==> src/rtl/eight_bit_down_counter.sv <==
// Loadable down counter with IDLE/RUN/DONE control and a one-cycle terminal-count pulse.
// Optional auto-reload on terminal count when CNTR_AUTO_RELOAD_EN is defined.
module eight_bit_down_counter #(
  parameter int unsigned     WIDTH       = 8,
  parameter logic [WIDTH-1:0] RELOAD_INIT = '0
) (
  input  logic             clk,
  input  logic             rst,
  input  logic             load,
  input  logic [WIDTH-1:0] load_val,
  input  logic             en,
  output logic [WIDTH-1:0] count,
  output logic             zero,
  output logic             tc,
  output logic             busy
);

  localparam logic [WIDTH-1:0] CNT_ZERO = WIDTH'(0);
  localparam logic [WIDTH-1:0] CNT_ONE  = WIDTH'(1);

  typedef enum logic [1:0] {
    IDLE = 2'd0,
    RUN  = 2'd1,
    DONE = 2'd2
  } state_e;

  state_e           state_q, state_d;
  logic [WIDTH-1:0] count_q, count_d;
  logic [WIDTH-1:0] reload_q, reload_d;
  logic             tc_q, tc_d;
  logic             busy_q, busy_d;

  always_ff @(posedge clk) begin
    if (rst) begin
      state_q  <= IDLE;
      count_q  <= CNT_ZERO;
      reload_q <= RELOAD_INIT;
      tc_q     <= 1'b0;
      busy_q   <= 1'b0;
    end else begin
      state_q  <= state_d;
      count_q  <= count_d;
      reload_q <= reload_d;
      tc_q     <= tc_d;
      busy_q   <= busy_d;
    end
  end

  // Load wins over any countdown activity in every state.
  always_comb begin
    state_d  = state_q;
    count_d  = count_q;
    reload_d = reload_q;
    tc_d     = 1'b0;

    if (load) begin
      count_d  = load_val;
      reload_d = load_val;
      state_d  = (load_val != CNT_ZERO) ? RUN : DONE;
    end else begin
      unique case (state_q)
        IDLE: ;
        RUN: begin
          if (count_q == CNT_ZERO) begin
            state_d = DONE;
          end else if (en) begin
            if (count_q == CNT_ONE) begin
              tc_d = 1'b1;
`ifdef CNTR_AUTO_RELOAD_EN
              if (reload_q != CNT_ZERO) begin
                count_d = reload_q;
              end else begin
                count_d = CNT_ZERO;
                state_d = DONE;
              end
`else
              count_d = CNT_ZERO;
              state_d = DONE;
`endif
            end else begin
              count_d = count_q - CNT_ONE;
            end
          end
        end
        DONE: ;
        default: state_d = IDLE;
      endcase
    end

    busy_d = (state_d == RUN);
  end

  assign count = count_q;
  assign tc    = tc_q;
  assign busy  = busy_q;
  assign zero  = (count_q == CNT_ZERO);

endmodule

==> config.mk <==
export PLATFORM = sky130hd
export DESIGN_NAME = eight_bit_down_counter
export DESIGN_NICKNAME = d
export VERILOG_FILES = /design/src/rtl/eight_bit_down_counter.sv
export SDC_FILE = /design/constraint.sdc
export NUM_CORES = 1
export LEC_CHECK = 0
export ABC_CLOCK_PERIOD_IN_PS = 1650
export BUFFER_PORTS_ARGS = -buffer_cell sky130_fd_sc_hd__buf_2
export CAP_MARGIN = 10
export CORE_UTILIZATION = 30
export DETAILED_ROUTE_END_ITERATION = 12
export GPL_TIMING_DRIVEN = 0
export PLACE_DENSITY_LB_ADDON = 0.3
export SLEW_MARGIN = 20
export SYNTH_ARGS = -nofsm -noshare
export SYNTH_HDL_FRONTEND = slang
export SYNTH_SLANG_ARGS = --single-unit
==> constraint.sdc <==
create_clock -name clk -period 1.65 [get_ports clk]
set_input_delay 0.2475 -clock clk [delete_from_list [all_inputs] [get_ports clk]]
set_output_delay 0.2475 -clock clk [all_outputs]
set_load 0.05 [all_outputs]
==> flow_metrics.py <==
metrics = {
    "power_and_ir_drop": {
        "power_uw": 909,
        "power_switching_uw": 336,
        "power_density_nw_per_um2": 877,
        "seq_power_share_pct": 37.9,
        "leakagePower_nw": 0.403,
        "combPwrFrac_pct": 34.4,
        "internal_power_uw": 572,
        "peakVddDrop_mv": 0.394,
        "p_clk_share_pct": 27.7,
        "p_sw_share_pct": 37.0,
    },
    "setup_path": {
        "cp-end-kind": "register",
        "start_kind": "register",
        "r2r_setup_slack_ps": 30,
        "reg2reg_from": "count[0]$_SDFFE_PP0P_",
        "crit_type": "register to register",
        "arrival_ps": 1820,
        "crit_end": "count[4]$_SDFFE_PP0P_",
        "reg2reg_to": "count[4]$_SDFFE_PP0P_",
        "crit_fanout": 8,
        "r2r_cells": 6,
        "worstPathRequired_ps": 1850,
        "crit_start": "count[0]$_SDFFE_PP0P_",
    },
    "cts": {
        "cts_tree": "built",
        "cts.sinks": 12,
        "h-tree-depth": 1,
        "holdBufCountCts": 0,
        "cts_root_buf": "clkbuf_4",
        "insertion_delay_ps": 290,
        "cts_buffers": 3,
        "cts_buffer_depth": 2,
        "clkTransAtPathRegs_ps": 90,
    },
    "timing": {
        "fmax_mhz": 618,
        "period_needed_ps": 1620,
        "fin_ws_ps": 32.2,
        "hold_violations": 0,
        "skew_ps": 10.5,
        "period_share_pct": 98.1,
        "final_max_slew_viol_count": 0,
        "setup_viol": 0,
        "relSlewSlack_pct": 64.5,
        "rsz0062_at_grt": "yes",
        "worst_pin_slew_ps": 533,
    },
    "floorplan": {
        "die_w_um": 52.2,
        "die_area_um2": 2720,
        "start_util_pct": 32.8,
        "fp-row-count": 17,
        "ioPinCount": 23,
        "coreArea_um2": 2300,
        "die_h_um": 52.2,
    },
    "drt": {
        "ant_nets": 0,
        "num_vias": 831,
        "first_iter_violations": 15,
        "wirelength_um": 2170,
        "wl_per_cell_um": 15.0,
        "dr.pass1.iters": 4,
        "drc": 0,
        "via_per_inst": 5.73,
    },
    "grt": {
        "grt_pass1_wl_um": 3480,
        "grt_pass1_vias": 755,
        "grt_max_degree": 11,
        "grt_overflow": 0,
        "grt_use_total_pct": 17.4,
        "antenna_found_initial": 0,
    },
    "worst_hold_path": {
        "hold_class": "input port to register",
    },
    "cells_and_area": {
        "nFillCells": 241,
        "num_antenna_cells": 0,
        "area_growth_pct": 37.3,
        "multiInputGateArea_um2": 532,
        "fin_nets": 133,
        "drive_gt1_share_pct": 45.3,
        "regArea_um2": 254,
    },
    "placed_design": {
        "post-place-ws_ps": -57.0,
        "dp_hpwl_um": 1500,
        "io_buffer_count": 22,
        "place_congestion": 0.820,
    },
    "yosys": {
        "synthCells": 86,
        "synthesis.area_um2": 754,
        "ys_seq_area_share_pct": 31.8,
        "ys_types": 38,
        "synth_flop_cell": "dfxtp_1",
        "synth-async-reset-ratio_pct": 0,
        "synth-edff-count": 0,
        "yosysWarnings": 0,
        "avgSynthCellArea_um2": 8.77,
        "yosys_register_bits": 12,
        "synth_fp_nets": 101,
    },
    "run": {
        "cap_violations": 0,
    },
    "run_status": {
        "status": "completed",
    },
}
stage by stage:
step,util (%),instances,hold slack [ps],setup TNS (ps),cell area (um2)
finish,45.1,145,224,0,1040
CTS,44.1,144,216,0,1010
global placement,40.2,136,522,-54.9,923
detailed placement,40.2,136,513,-84.8,923
floorplan,-,86,358,0,778
global route,45.1,145,237,-117,1040
cell families (layout without fill, tap and decap cells):
logic type | count (synthesis) | in the layout | share of synthesized area (%)
xor+xnor | 2 | 2 | 2.32
simple gates | 39 | 39 | 35.0
buf+inv | 6 | 37 | 2.98
flops | 12 | 12 | 31.8
fa+ha+maj | 3 | 3 | 4.98
compound gates | 24 | 24 | 22.9
placed cells by master, fill, tap and decap left out, types with 3 or more instances in the layout:
cell type,synthesis,final
dfxtp_1,12,5
clkbuf_4,0,3
nand2_1,7,7
nand3_1,3,3
a31oi_1,3,3
nand2b_1,3,3
a21oi_1,7,6
a221oi_1,3,3
buf_4,0,5
buf_2,0,21
nand3b_1,3,3
nor2b_1,3,3
clkbuf_1,3,3
dfxtp_2,0,5
nor4_1,3,3
ha_2,0,3
worst min path at each step:
stage	endpoint	slack, ps	cells past startpoint	start
after global placement	state_q[1]$_SDFF_PP0_	520	2	state_q[0]$_SDFF_PP0_
final	count[0]$_SDFFE_PP0P_	220	3	load_val[0]
after detailed placement	count[0]$_SDFFE_PP0P_	510	3	load_val[0]
after CTS	count[0]$_SDFFE_PP0P_	220	3	load_val[0]
after global routing	count[6]$_SDFFE_PP0P_	240	3	load_val[6]
after floorplan	count[7]$_SDFFE_PP0P_	360	1	rst
cells in the mapped netlist (2+ instances only):
cell type,number,area share (%)
nand2_1,7,3.5
nor4_1,3,2.5
o32ai_1,2,2.3
clkbuf_1,3,1.5
nand3_1,3,2.0
or3_1,2,1.7
nor2b_1,3,2.5
ha_1,3,5.0
a221oi_1,3,3.5
a21boi_0,2,2.0
inv_1,3,1.5
a21oi_1,7,4.6
nand3b_1,3,3.0
dfxtp_1,12,32
nand2b_1,3,2.5
or2_1,2,1.7
a311oi_1,2,2.3
a31oi_1,3,2.5
repair_timing:
| action | 4_1_cts | 5_1_grt |
|---|---|---|
| resized for setup | 6 | 6 |
| pin swaps | 3 | 3 |
| buffers inserted | 4 | 1 |
| setup endpoints to repair | 5 | 8 |
critical path, cell delays in order, from the launching register on:
cell and delay [ps]:
dfxtp_4 380, inv_4 50, ha_2 200, or2_4 250, a31oi_4 290, a221oi_1 130
a311oi_1 240
state kept, by name, summed over array words and instances, names as in the netlist:
signal,flops
state_q,2
tc,1
count,8
busy,1
layout make-up:
cell class | instances | area share (%)
Inverter | 3 | 1.33
Sequential cell | 12 | 24.5
Tap cell | 28 | 3.38
Buffer | 3 | 1.09
Timing Repair Buffer | 27 | 14.9
Clock buffer | 4 | 3.50
Multi-Input combinational cell | 68 | 51.3
power groups by stage:
| stage | Clock [mW] | Sequential, mW | Combinational (mW) |
|---|---|---|---|
| floorplan | 0 | 0.402 | 0.144 |
| global placement | 0 | 0.345 | 0.267 |
| detailed placement | 0 | 0.346 | 0.270 |
| CTS | 0.253 | 0.343 | 0.297 |
| global route | 0.263 | 0.350 | 0.336 |
| finish | 0.252 | 0.344 | 0.313 |
routing by layer:
layer,part of all wire [%],track usage [%],routed length [um]
met3,5.0,2.63,108
met2,46,26.5,998
met4,2.0,9.21,44
met1,47,23.3,1020
met5,0,0,0
(Power assumes the default switching activity.)
